--- src/rtl/therm_n1_mem_pkg.sv ---
// Shared types and constants for the therm_n1 memory arbiter and its port picker.
package therm_n1_mem_pkg;

    localparam int PORT_FETCH = 0;
    localparam int PORT_LSU   = 1;

    // Widest request fields the arbiter accepts; narrower instances cast down.
    localparam int MEM_ADDR_MAX = 64;
    localparam int MEM_DATA_MAX = 64;

    typedef enum logic [1:0] {
        IDLE,
        ACCESS,
        RESPOND
    } mem_arb_state_t;

    typedef struct packed {
        logic                    we;
        logic [MEM_ADDR_MAX-1:0] addr;
        logic [MEM_DATA_MAX-1:0] wdata;
    } mem_req_t;

endpackage

--- src/rtl/therm_n1_rr_picker.sv ---
// Two-way combinational grant picker: round-robin on last_grant, or fixed priority to port 1.
module therm_n1_rr_picker
    import therm_n1_mem_pkg::*;
#(
    parameter int PRIORITY_MODE = 0
) (
    input  logic [1:0] req,
    input  logic       last_grant,
    output logic [1:0] gnt
);

    // NOTE: every output gets a default before the case so no path leaves it unassigned (no latch).
    always_comb begin
        gnt = '0;
        case (req)
            2'b01: gnt[PORT_FETCH] = 1'b1;
            2'b10: gnt[PORT_LSU]   = 1'b1;
            2'b11: begin
                if (PRIORITY_MODE == 1 || last_grant == 1'b0) gnt[PORT_LSU]   = 1'b1;
                else                                          gnt[PORT_FETCH] = 1'b1;
            end
            default: ;
        endcase
    end

endmodule

--- src/rtl/therm_n1_memory_arbiter.sv ---
// Sequences the single-ported memory between fetch (port 0) and load/store (port 1) with a fixed latency.
module therm_n1_memory_arbiter
    import therm_n1_mem_pkg::*;
#(
    parameter int ADDR_WIDTH    = 64,
    parameter int DATA_WIDTH    = 64,
    parameter int MEM_LATENCY   = 1,
    parameter int PRIORITY_MODE = 0
) (
    input  logic                       clock,
    input  logic                       reset_neg,
    input  logic [1:0]                 req,
    input  logic [1:0]                 req_we,
    input  logic [1:0][ADDR_WIDTH-1:0] req_addr,
    input  logic [1:0][DATA_WIDTH-1:0] req_wdata,
    output logic [1:0]                 gnt,
    output logic [1:0]                 rvalid,
    output logic [DATA_WIDTH-1:0]      rdata,
    output logic [ADDR_WIDTH-1:0]      mem_address,
    output logic [DATA_WIDTH-1:0]      mem_data_store,
    input  logic [DATA_WIDTH-1:0]      mem_data_load,
    output logic                       mem_write_enable,
    output logic                       mem_chip_enable
);

    if (MEM_LATENCY < 1 || MEM_LATENCY > 15) begin : g_bad_latency
        $fatal(1, "therm_n1_memory_arbiter: MEM_LATENCY must be in 1..15");
    end
    if (ADDR_WIDTH > MEM_ADDR_MAX || DATA_WIDTH > MEM_DATA_MAX) begin : g_bad_width
        $fatal(1, "therm_n1_memory_arbiter: field width exceeds package maximum");
    end

    mem_arb_state_t state_q, state_d;
    logic [3:0]     lat_cnt;
    logic           last_grant;
    logic [1:0]     pick;
    logic           win_idx;
    mem_req_t       sel_req;

    therm_n1_rr_picker #(
        .PRIORITY_MODE(PRIORITY_MODE)
    ) u_picker (
        .req       (req),
        .last_grant(last_grant),
        .gnt       (pick)
    );

    assign win_idx = pick[PORT_LSU];

    always_comb begin
        sel_req.we    = req_we[win_idx];
        sel_req.addr  = MEM_ADDR_MAX'(req_addr[win_idx]);
        sel_req.wdata = MEM_DATA_MAX'(req_wdata[win_idx]);
    end

    // NOTE: sequential state uses <= so every flop samples pre-edge values regardless of block order.
    always_ff @(posedge clock or negedge reset_neg) begin
        if (!reset_neg) state_q <= IDLE;
        else            state_q <= state_d;
    end

    always_comb begin
        state_d = state_q;
        gnt     = '0;
        rvalid  = '0;
        case (state_q)
            IDLE: begin
                gnt = pick;
                if (|pick) state_d = ACCESS;
            end
            ACCESS: begin
                if (lat_cnt == 4'd0) state_d = RESPOND;
            end
            RESPOND: begin
                rvalid[last_grant] = 1'b1;
                state_d            = IDLE;
            end
            default: state_d = IDLE;
        endcase
    end

    // last_grant resets to port 1 so port 0 wins the first round-robin tie.
    always_ff @(posedge clock or negedge reset_neg) begin
        if (!reset_neg) begin
            lat_cnt          <= 4'd0;
            last_grant       <= 1'b1;
            rdata            <= '0;
            mem_address      <= '0;
            mem_data_store   <= '0;
            mem_write_enable <= 1'b0;
            mem_chip_enable  <= 1'b0;
        end else begin
            case (state_q)
                IDLE: begin
                    if (|gnt) begin
                        mem_address      <= ADDR_WIDTH'(sel_req.addr);
                        mem_data_store   <= DATA_WIDTH'(sel_req.wdata);
                        mem_write_enable <= sel_req.we;
                        mem_chip_enable  <= 1'b1;
                        lat_cnt          <= 4'(MEM_LATENCY - 1);
                        last_grant       <= win_idx;
                    end
                end
                ACCESS: begin
                    if (lat_cnt != 4'd0) begin
                        lat_cnt <= lat_cnt - 4'd1;
                    end else begin
                        // Stores complete with zero data so rdata never leaks stale memory contents.
                        rdata            <= mem_write_enable ? '0 : mem_data_load;
                        mem_chip_enable  <= 1'b0;
                        mem_write_enable <= 1'b0;
                    end
                end
                default: ;
            endcase
        end
    end

endmodule

--- config.mk ---
export PLATFORM = sky130hd
export DESIGN_NAME = therm_n1_memory_arbiter
export DESIGN_NICKNAME = d
export VERILOG_FILES = /design/src/rtl/therm_n1_mem_pkg.sv /design/src/rtl/therm_n1_rr_picker.sv /design/src/rtl/therm_n1_memory_arbiter.sv
export SDC_FILE = /design/constraint.sdc
export NUM_CORES = 1
export LEC_CHECK = 0
export ABC_AREA = 0
export CAP_MARGIN = 20
export CELL_PAD_IN_SITES_DETAIL_PLACEMENT = 0
export CELL_PAD_IN_SITES_GLOBAL_PLACEMENT = 1
export CORE_AREA = 2 2 204 206
export CTS_BUF_LIST = sky130_fd_sc_hd__clkbuf_4 sky130_fd_sc_hd__clkbuf_8
export DETAILED_ROUTE_END_ITERATION = 12
export DIE_AREA = 0 0 206 208
export PLACE_DENSITY = 0.79
export SLEW_MARGIN = 5
export SYNTH_ARGS = -nofsm -noshare
export SYNTH_HDL_FRONTEND = slang
export SYNTH_SLANG_ARGS = --single-unit
--- constraint.sdc ---
create_clock -name clock -period 4.7 [get_ports clock]
set_input_delay 0.94 -clock clock [delete_from_list [all_inputs] [get_ports clock]]
set_output_delay 0.94 -clock clock [all_outputs]
set_load 0.1 [all_outputs]
# --- Word-level counts from Yosys, hierarchy flattened ---
# Cells that the tools add are included.
# Widths: inputs -> output; s select.
word_totals:
  in_bits: 326
  register_bits: 201
  elab_cells: 61
  output_inout_bits: 198
op_classes:
  n_lt_le_gt_ge: 3
  bitwise: 1
  addsub: 1
  muxes: 26
  n_reduce_logical: 12
  n_eq_ne: 10
ops:
  columns: ["op", "n"]
  rows:
  - ["$mux 64", 5]
  - ["$ne 2x2->1 const B", 5]
  - ["$mux 1", 8]
  - ["$mux 2", 4]
  - ["$mux 4", 2]
  - ["$pmux 1 s2", 4]
  - ["$pmux 4 s2", 1]
  - ["$eq 2x2->1 const B", 3]
  - ["$reduce_and 2->1", 3]
  - ["$reduce_and 3->1", 2]
  - ["$eq 2x1->1 const B", 2]
  - ["$logic_not 4->1", 1]
  - ["$lt 1x2->1 const B", 2]
  - ["$pmux 2 s2", 1]
  - ["$reduce_bool 4->1", 1]
  - ["$reduce_or 2->1", 2]
  - ["$sub 4x1->4 const B", 1]
  - ["$logic_not 2->1", 1]
  - ["$reduce_bool 2->1", 1]
  - ["$demux 1 s1", 1]
  - ["$ge 1x1->1 const B", 1]
  - ["$logic_and 1x1->1", 1]
  - ["$not 1->1", 1]

# --- Depth between registers and ports, before layout ---
logic_depth:
  ltp_word: 6
  depth_mapped: 7
  depth_no_buf: 6

# --- Cells and area by module ---
# A second synthesis with hierarchy kept.
hier_totals:
  hier_cells: 827
  area_unflattened_um2: 9334.0
by_module_without_submodules:
  columns: ["module", "n_inst", "cells_per_inst", "area_each_um2", "seq_area_each_um2"]
  rows:
  - ["therm_n1_memory_arbiter", 1, 824, 9315.2, 5031.1]
  - ["therm_n1_rr_picker", 1, 3, 18.8, 0.0]

# --- Worst setup path after synthesis ---
# OpenSTA, ideal clock, no wires.
synth_timing:
  path_kind: "reg-to-output"
  startpoint: "reg state_q[0]"
  endpoint: "out rvalid[0]"
  slack_ns: 1.151
  stages_incl_launch_ff: 2
  n_path_buf: 0
  arrival_time_ns: 2.609
  required_time_ns: 3.760
  path_cell_list: "dfrtp_1 -> nor3b_1"
synth_via:
  elab_chain_len: 2
synth_lines:
  columns: ["element", "line", "source"]
  rows:
  - ["start, declared", "therm_n1_memory_arbiter.sv:33", "mem_arb_state_t state_q, state_d;"]
  - ["start signal, assigned", "therm_n1_memory_arbiter.sv:59", "else state_q <= state_d;"]
  - ["$eq 2x2->1", "therm_n1_memory_arbiter.sv:66", "case (state_q)"]
  - ["$mux 2", "therm_n1_memory_arbiter.sv:66", null]
  - ["end, declared", "therm_n1_memory_arbiter.sv:17", "output logic [1:0] rvalid,"]
# No other way between the ends.

# --- Final worst setup path ---
layout_timing:
  startpoint: "reg last_grant"
  endpoint: "out rvalid[1]"
layout_via:
  elab_chain_len: 5
layout_lines:
  columns: ["element", "line", "source"]
  rows:
  - ["start, declared", "therm_n1_memory_arbiter.sv:35", "logic last_grant;"]
  - ["start signal, assigned", "therm_n1_memory_arbiter.sv:101", "last_grant <= win_idx;"]
  - ["$lt 1x2->1 (not written as such) / $ge 1x1->1 (equally long branches)", "therm_n1_memory_arbiter.sv:75", "rvalid[last_grant] = 1'b1;"]
  - ["$logic_and 1x1->1 (not written as such)", "therm_n1_memory_arbiter.sv:75", null]
  - ["$mux 1 (not written as such)", "therm_n1_memory_arbiter.sv:75", null]
  - ["$demux 1 s1 (*)", "therm_n1_memory_arbiter.sv:75", null]
  - ["$mux 2 (*)", "therm_n1_memory_arbiter.sv:66", null]
# Mark *: on every way between the ends. The rest lies on a longest branch, timed or not.

==> impl_results.md <==
* Commonest non-fill, non-tap cell in the layout: clkdlybuf4s50_1
* Hpwl dp at 25.6 mm
* Area occupied by multi-input gates at 3890 um^2
* Syn. warnings at 0
* TNS Setup at 0 ns
* Sink Count at 201
* Post-synthesis register bit count at 201
* Initial antenna violation count at 2
* Max Fclk at 0.288 GHz
* Postcts setup bufs at 0
* RSZ-0062 raised after global routing: no
* Clock buffer depth at 3
* Core area at 40600 um^2
* Synth Area in Adders at 0.270%
* Area growth from synthesis to layout at 70.4%
* Synth cell types at 31
* WP buf/inv at 1
* Routability congestion estimate at 0.804
* Worst Setup End Kind: output port
* Root buf cell: clkbuf_8
* Avg Cell Area, Syn at 10.3 um^2
* Net Count, Synth at 1229
* Most frequent cells in the layout: 520 x clkdlybuf4s50_1, 263 x o21ai_0, 200 x dfrtp_1
* Yosys top cell area share at 53.9%
* Initial Util at 22.9%
* Final ANT Viol Nets at 0
* Critical path class: flip-flop to output port
* GRT Residual Overflow at 0
* Main combinational cell family by area after synthesis: compound AO/OA/AOI/OAI gates
* Largest net degree at the start of global routing at 130
* Die ar. at 42800 um^2
* Layout cell share with drive strength beyond 1 at 6.15%
* I/O Buffers at 523
* CP cell instances: and3b_1, clkdlybuf4s50_1
* Arr. time, crit path at 2.54 ns
* WL final at 36.7 mm
* NumNets Final at 1717
* Final Max Slew Viols at 0
* Post-synthesis compound-gate area fraction at 21.6%
* Worst Hold Class: input pin to asynchronous set/reset pin
* H-Tree Depth at 2
* Mapped Cells at 901
* Worst slew pin tran at 1.13 ns
* Via count of the routed design at 8955
* Layout fillers at 4101
* Iteration-0 DRC Markers at 519
* Register area share after synthesis at 54.2%
* Post-Syn Area at 9280 um^2
* Num rows at 74
* Clock Latency Late Sink at 0.57 ns
* Final worst-path cycle share at 74.0%
* Final setup fails at 0
* Minimum clock period after layout at 3.48 ns
* Synth area leader: dfrtp_1
* Chip Height at 208 um
* WL/cell at 18.9 um
* Final Hold Fails at 0
* Worst path slowest cell: clkdlybuf4s50_1
* XOR/XNOR share of the synthesized area at 0%
* Mux cell area share after synthesis at 14.1%
* Post_cts resized at 0
* Drt first pass iters at 5
* Slew Limit Headroom at 24.7%
* CP delay by family, top: buffers and inverters
* Worst-path maximum fanout at 5
* Storage cell area at 5030 um^2
* Simple-Gate Fraction of Synth Area at 5.56%
* Final cell count without fillers at 1948
* Area contributors post-synth: dfrtp_1 54%, o21ai_0 14%, mux2i_1 14%
* First-pass GRT wire length at 55.3 mm
* Ports at 524
* Vias in the first global route at 9321
* GR Util All Layers at 16.6%
* Nature of the critical path startpoint: flip-flop
* CTS tree: yes
* MaxCap Viol Count at 0
* Status: completed
* # DRC at 0
* Worst Path Required at 3.76 ns
* Clock-pin slew on the worst setup and hold paths at 0.08 ns
* Via density at 4.60
* CP max stage delay at 1.18 ns
* CTS buffer count at 38
* Clk_skew at 0.0235 ns
* Hold Buf Count CTS at 0
* Dpl cells at 1881
* Width of the die at 206 um
-- flip-flops by register name, indices dropped and copies added, names as in the netlist --
name	cells
last_grant	1
mem_data_store	64
mem_write_enable	1
mem_address	64
lat_cnt	4
state_q	2
rdata	64
mem_chip_enable	1
-- cells in the mapped netlist (all sizes together) --
cell type / number
a21boi: 1
inv: 3
nor3b: 2
o22ai: 2
buf: 20
and2b: 1
nor3: 1
nor2: 3
a22o: 1
nor2b: 1
or3b: 1
dfstp: 1
o21ai: 390
o221ai: 1
nand2: 3
and2: 1
dfrtp: 200
or2: 1
mux2i: 131
nand2b: 65
ha: 2
nand3: 3
o31ai: 1
and3b: 1
clkbuf: 65
-- final timing paths --
path                       startpoint               to  slack, ns  depth (start not counted)
max reg2reg                state_q[0]  mem_address[15]       2.57                          4
min reg2reg                 rdata[55]        rdata[55]       0.49                          2
max in group asynchronous   reset_neg  mem_address[37]       3.20                          2
max                        last_grant        rvalid[1]       1.22                          2
min                         reset_neg       lat_cnt[1]       0.43                          1
min in group clock          rdata[55]        rdata[55]       0.49                          2
-- worst reg2reg max path: stages (launching register included) --
cell and delay (ns):
dfrtp_1 0.44, or2_4 0.63, buf_4 0.60, o21ai_0 0.25
o21ai_1 0.11
-- through the flow --
step	util (%)	hold WS, ns	cell area [um^2]	setup WS (ns)
floorplan	-	0.483	9280	1.15
global placement	36.9	0.476	15000	1.51
detailed placement	36.9	0.486	15000	1.46
CTS	39.0	0.403	15800	1.15
global route	39.0	0.467	15800	1.15
finish	39.0	0.434	15800	1.22
-- per-layer routing --
metal	share of wire, %	GRT usage, %	wire length [um]
met5	0	0	0
met2	48	27.9	17800
met1	39	19.4	14500
met3	9.2	5.67	3380
met4	2.9	6.50	1080
-- layout make-up --
class | instances | share of cell area [%]
clock inverter | 6 | 0.522
inverter | 3 | 0.0712
tap | 532 | 4.21
antenna | 2 | 0.0316
timing repair buffer | 533 | 34.0
sequential | 201 | 31.8
clock buffer | 59 | 4.74
multi-input combinational | 612 | 24.6
-- cells by family (layout without fill, tap and decap cells) --
group / count (synthesis) / in the layout
AOI/OAI and AO/OA: 396 / 396
adders and majority gates: 2 / 2
buffers and inverters: 88 / 601
DFF: 201 / 201
muxes: 131 / 131
other: 0 / 2
and+or+nand+nor: 83 / 83
Power is left out: the tool's default activity adds up to more than one toggle a clock period on the data nets, which glitch-free logic cannot reach.
